$ cat src/rtl/ts_ddr_arbiter.sv
// ts_ddr_arbiter: shares one DDR3 Avalon-MM port between TS record and replay.
// Define TS_DDR_ARB_STATS_EN to build the WR_COUNT/RD_COUNT accept counters.
module ts_ddr_arbiter #(
  parameter int ADDR_W          = 24,
  parameter int DATA_W          = 32,
  parameter int QUANTUM         = 16,
  parameter int MAX_OUTSTANDING = 8
) (
  input  logic              SYS_CLOCK,
  input  logic              SYS_RESET,
  input  logic              WR_REQ,
  input  logic [ADDR_W-1:0] WR_ADDR,
  input  logic [DATA_W-1:0] WR_DATA,
  input  logic [3:0]        WR_BE,
  output logic              WR_ACK,
  input  logic              RD_REQ,
  input  logic [ADDR_W-1:0] RD_ADDR,
  output logic              RD_ACK,
  output logic              RD_VALID,
  output logic [DATA_W-1:0] RD_DATA,
  output logic [ADDR_W-1:0] ddr_address,
  output logic              ddr_write,
  output logic [DATA_W-1:0] ddr_writedata,
  output logic [3:0]        ddr_byteenable,
  output logic              ddr_read,
  input  logic              ddr_waitrequest,
  input  logic              ddr_readdatavalid,
  input  logic [DATA_W-1:0] ddr_readdata,
  output logic [1:0]        OWNER,
  output logic [31:0]       WR_COUNT,
  output logic [31:0]       RD_COUNT
);

  localparam int QW = $clog2(QUANTUM + 1);
  localparam int OW = $clog2(MAX_OUTSTANDING + 1);
  localparam logic [QW-1:0] QMAX = QW'(QUANTUM);
  localparam logic [OW-1:0] OMAX = OW'(MAX_OUTSTANDING);

  typedef enum logic [1:0] {
    IDLE   = 2'd0,
    WR_OWN = 2'd1,
    RD_OWN = 2'd2,
    DRAIN  = 2'd3
  } state_t;

  state_t        state_q, state_d;
  logic [QW-1:0] qcnt_q, qcnt_d, qcnt_inc;
  logic [OW-1:0] out_q, out_d;
  logic          cap_ok, rd_blk, q_exp;
  logic          stall, sw_ok;

  assign cap_ok = (out_q < OMAX);
  assign rd_blk = RD_REQ & ~cap_ok;
  assign stall  = (ddr_write | ddr_read) & ddr_waitrequest;
  assign sw_ok  = ~stall;

  always_ff @(posedge SYS_CLOCK) begin
    if (SYS_RESET) begin
      state_q <= IDLE;
      qcnt_q  <= '0;
      out_q   <= '0;
    end else begin
      state_q <= state_d;
      qcnt_q  <= qcnt_d;
      out_q   <= out_d;
    end
  end

  // Stray read data with nothing in flight must not wrap the count.
  always_comb begin
    out_d = out_q;
    if (RD_ACK & ~ddr_readdatavalid)
      out_d = out_q + 1'b1;
    else if (~RD_ACK & ddr_readdatavalid & (out_q != '0))
      out_d = out_q - 1'b1;
  end

  // Expiry includes the current acceptance so a grant yields
  // right after its QUANTUM-th transfer.
  always_comb begin
    qcnt_inc = qcnt_q;
    if ((WR_ACK | RD_ACK) & (qcnt_q != QMAX))
      qcnt_inc = qcnt_q + 1'b1;
  end

  assign q_exp  = (qcnt_inc == QMAX);
  assign qcnt_d = (state_d != state_q) ? '0 : qcnt_inc;

  always_comb begin
    state_d = state_q;
    unique case (state_q)
      IDLE: begin
        if (WR_REQ)
          state_d = WR_OWN;
        else if (RD_REQ)
          state_d = RD_OWN;
      end
      WR_OWN: begin
        if (sw_ok) begin
          if (RD_REQ & (~WR_REQ | q_exp))
            state_d = RD_OWN;
          else if (~WR_REQ)
            state_d = IDLE;
        end
      end
      RD_OWN: begin
        if (sw_ok) begin
          if (WR_REQ & (~RD_REQ | q_exp | rd_blk))
            state_d = (out_d == '0) ? WR_OWN : DRAIN;
          else if (~RD_REQ & ~WR_REQ)
            state_d = IDLE;
        end
      end
      DRAIN: begin
        if (out_d == '0)
          state_d = WR_OWN;
      end
      default: state_d = IDLE;
    endcase
  end

  // Strobes are gated by reset so they drop in the reset cycle.
  always_comb begin
    ddr_write   = 1'b0;
    ddr_read    = 1'b0;
    ddr_address = WR_ADDR;
    if (!SYS_RESET) begin
      ddr_write = WR_REQ & (state_q == WR_OWN);
      ddr_read  = RD_REQ & (state_q == RD_OWN) & cap_ok;
    end
    if (state_q == RD_OWN)
      ddr_address = RD_ADDR;
  end

  assign ddr_writedata  = WR_DATA;
  assign ddr_byteenable = WR_BE;
  assign WR_ACK   = ddr_write & ~ddr_waitrequest;
  assign RD_ACK   = ddr_read & ~ddr_waitrequest;
  assign RD_VALID = ddr_readdatavalid;
  assign RD_DATA  = ddr_readdata;
  assign OWNER    = SYS_RESET ? 2'd0 : state_q;

`ifdef TS_DDR_ARB_STATS_EN
  logic [31:0] wr_cnt_q, wr_cnt_d;
  logic [31:0] rd_cnt_q, rd_cnt_d;

  always_comb begin
    wr_cnt_d = wr_cnt_q;
    rd_cnt_d = rd_cnt_q;
    if (WR_ACK & (wr_cnt_q != 32'hFFFF_FFFF))
      wr_cnt_d = wr_cnt_q + 32'd1;
    if (RD_ACK & (rd_cnt_q != 32'hFFFF_FFFF))
      rd_cnt_d = rd_cnt_q + 32'd1;
  end

  always_ff @(posedge SYS_CLOCK) begin
    if (SYS_RESET) begin
      wr_cnt_q <= '0;
      rd_cnt_q <= '0;
    end else begin
      wr_cnt_q <= wr_cnt_d;
      rd_cnt_q <= rd_cnt_d;
    end
  end

  assign WR_COUNT = wr_cnt_q;
  assign RD_COUNT = rd_cnt_q;
`else
  assign WR_COUNT = '0;
  assign RD_COUNT = '0;
`endif

endmodule

$ cat config.mk
export PLATFORM = sky130hd
export DESIGN_NAME = ts_ddr_arbiter
export DESIGN_NICKNAME = d
export VERILOG_FILES = /design/src/rtl/ts_ddr_arbiter.sv
export SDC_FILE = /design/constraint.sdc
export NUM_CORES = 1
export LEC_CHECK = 0
export ABC_AREA = 1
export CORE_AREA = 2 2 112 114
export CTS_CLUSTER_SIZE = 12
export DETAILED_ROUTE_END_ITERATION = 10
export DIE_AREA = 0 0 114 116
export DONT_BUFFER_PORTS = 1
export PLACE_DENSITY = 0.34
export SETUP_SLACK_MARGIN = 0.02
export SLEW_MARGIN = 30
export SYNTH_ARGS = -nofsm -noshare
export SYNTH_HDL_FRONTEND = slang
export SYNTH_SLANG_ARGS = --single-unit
$ cat constraint.sdc
create_clock -name SYS_CLOCK -period 2.55 [get_ports SYS_CLOCK]
set_input_delay 0.51 -clock SYS_CLOCK [delete_from_list [all_inputs] [get_ports SYS_CLOCK]]
set_output_delay 0.51 -clock SYS_CLOCK [all_outputs]
set_load 0.01 [all_outputs]
==> impl_metrics.yaml <==
logic_synthesis:
  synth.ff_latch_count: 11
  synth.cell_area_mm2: 0.00221
  yosys.area.top_type_share_pct: 46.1
  yosys_warnings: 0
  ys_types: 30
  synth_edf_count: 0
  synthArstFlopShare_pct: 0
  synth.area.top_cells: "buf_4 46%, mux2_2 12%, dfxtp_1 9.9%"
  synth_cells: 305
  yosysSeqAreaShare_pct: 9.94
  yosys.area.top_type: "buf_4"
  avgSynthCellArea_um2: 7.26
  yosys_most_used_dff: "dfxtp_1"
timing:
  slew_viol_final: 0
  setup_tns_ns: 0
  clock_skew_ns: 0.000959
  layout_setup_ws_ns: 0.367
  hold_violations: 0
  fmax_mhz: 458
  period_minus_slack_ns: 2.18
  finalSetupViolCount: 0
  period_share_pct: 85.6
  rsz0062_at_grt: "false"
floorplanning:
  fp.dieW_um: 114
  die_y_um: 116
  die-area_mm2: 0.0132
  core_mm2: 0.0119
  rows: 40
  ios: 285
  initial_core_util_pct: 18.6
finish:
  area_growth_pct: -22.9
  drive_above_1_share_pct: 22.5
  postLayoutCellArea_mm2: 0.00171
  fill_cells: 1374
  nets: 363
  insertedDiodeCount: 0
power_and_ir_drop:
  irDropWorstVdd_v: 0.000183
  internal_power_w: 0.000677
  p_sw_w: 0.000567
  power_frac_clock_pct: 23.0
  power.density_mw_per_mm2: 729
  p_leak_nw: 0.808
  p_comb_share_pct: 56.8
  seqPwrFrac_pct: 20.1
  switching_share_pct: 45.6
setup_path:
  critPathRequiredTime_ns: 2.73
  crit_fanout: 7
  cpMostUsedCell: "nand2_1"
  critPathArrivalTime_ns: 2.36
  worstSetupPathType: "reg2reg"
  crit_chain: "inv_1 > ha_1 > nand2_1 > inv_1 > a21oi_4 > nand2_4 > nand2_1 > nand2_1 > nand2_1 > nor2_1 > nand2_1 > nand2_1 > nand3_1 > o211ai_1 > a21oi_2 > nand3_4 > nor2_1"
  crit_path_start_kind: "register"
  cp-startpoint: "qcnt_q[0]$_SDFF_PP0_"
  crit_path_end_kind: "register"
  cpMaxStageDelayCell: "dfxtp_1"
  max_stage_delay_ns: 0.39
  rrSetupSlack_ns: 0.37
  worstReg2RegStart: "qcnt_q[0]$_SDFF_PP0_"
routing:
  wirelength_mm: 5.13
  first_pass_iters: 3
  wl_per_cell_um: 13.4
  num_vias: 1316
  drt-initial-drc-count: 36
  via_per_inst: 3.44
  detail-route-antenna-nets: 0
  drc: 0
clock_tree:
  tritoncts: "done"
  postCtsSetupBuffers: 0
  clockBufferDepth: 2
  cts_hold_buffers: 0
  h-tree-depth: 1
  numCtsBuffers: 3
  cts_resized: 0
  clock-sinks: 11
  clock_latency_ns: 0.24
  clk_pin_slew_ns: 0.04
  cts-root-buf: "clkbuf_16"
place:
  gp_congestion: 0.758
  dpl-instance-area_mm2: 0.00162
  dp_slack_ns: 0.246
  dpl.hpwl_mm: 4.62
  port_buffers: 0
global_route:
  grt_pass1_vias: 1170
  grt_pass1_wl_mm: 7.00
  grt_usage_pct: 7.13
  grt.overflow.total: 0
  grt_max_degree: 25
  antenna_found_initial: 0
min_path:
  hold_start: "SYS_RESET"
  hold_path_class: "in2reg"
run_status:
  status: "completed"
run:
  drv_cap: 0
-- cells in the mapped netlist (4+ instances only) --
cell and n:
buf_4 136, nand2_1 38, mux2_2 24, inv_1 19, nor2_1 16, nand3_1 13
dfxtp_1 11, inv_2 6, ha_1 4, nor2_2 4, xor2_1 4
-- final cells by class --
cell class / count / area [µm²] / share of cell area (%)
inverters: 25 / 93.8 / 5.49
flip-flops and latches: 11 / 220 / 12.9
clock buffers: 4 / 78.8 / 4.62
repair buffers: 2 / 15.0 / 0.879
well taps: 147 / 184 / 10.8
multi-input cells: 194 / 1120 / 65.3
-- registers in the layout, indices dropped and copies added (netlist names) --
signal / cells
qcnt_q: 5
out_q: 4
state_q: 2
-- power groups by stage --
| stage | Combinational, W | Sequential, W | Clock (W) |
|---|---|---|---|
| global route | 0.000796 | 0.000257 | 0.000307 |
| finish | 0.000707 | 0.000251 | 0.000286 |
| floorplan | 0.000782 | 0.000241 | 0 |
| detailed placement | 0.000717 | 0.000255 | 0 |
| global placement | 0.000725 | 0.000256 | 0 |
| CTS | 0.000722 | 0.000252 | 0.000297 |
-- metal layers --
metal  global-route usage [%]  up-vias  share of wire, %
met1                     7.20      571                34
li1                         -      619                 -
met2                     13.4      122                53
met5                        0        -                 0
met4                     1.63        0              0.78
met3                     3.29        4                12
-- per-stage QoR --
step / power, W / util (%) / instances / hold WS [ns]
global route: 0.00136 / 14.3 / 383 / 0.332
finish: 0.00124 / 14.3 / 383 / 0.342
floorplan: 0.00102 / - / 368 / 0.509
CTS: 0.00127 / 14.3 / 383 / 0.337
global placement: 0.000981 / 13.6 / 379 / 0.546
detailed placement: 0.000972 / 13.6 / 379 / 0.553
-- cells by family after synthesis --
family	after synthesis	synth area share (%)
xor gates and xnor gates	6	2.37
AOI/OAI and AO/OA	15	4.80
other	1	0.169
muxes	24	12.2
buffers and inverters	163	50.7
adders and majority gates	4	2.26
and+or+nand+nor	81	17.6
DFF	11	9.94
-- worst max-delay path: cells and delay by family, from the launching register on --
| kind | cells | cell delay (ns) |
|---|---|---|
| and+or+nand+nor | 11 | 0.89 |
| adders and majority gates | 1 | 0.19 |
| DFF | 1 | 0.39 |
| AOI/OAI and AO/OA | 3 | 0.50 |
| buffers and inverters | 2 | 0.13 |
-- final timing paths --
check                               to  depth (start not counted)
setup / recovery  qcnt_q[1]$_SDFF_PP0_                         17
setup reg to reg  qcnt_q[1]$_SDFF_PP0_                         17
hold / removal     out_q[0]$_SDFF_PP0_                          1
hold reg to reg    out_q[2]$_SDFF_PP0_                          3
-- layout by cell type, fill, tap and decap left out, drive strengths merged --
cell    instances
mux2           24
nor2           21
ha              4
conb           64
dfxtp          11
nand3          17
xnor2           2
a21oi           4
nand3b          1
inv            25
o21ai           6
nand2          42
clkbuf          4
a21boi          1
xor2            4
a31oi           1
o211ai          2
buf             2
a41oi           1
Note: power is estimated with default switching activity, not from simulation.
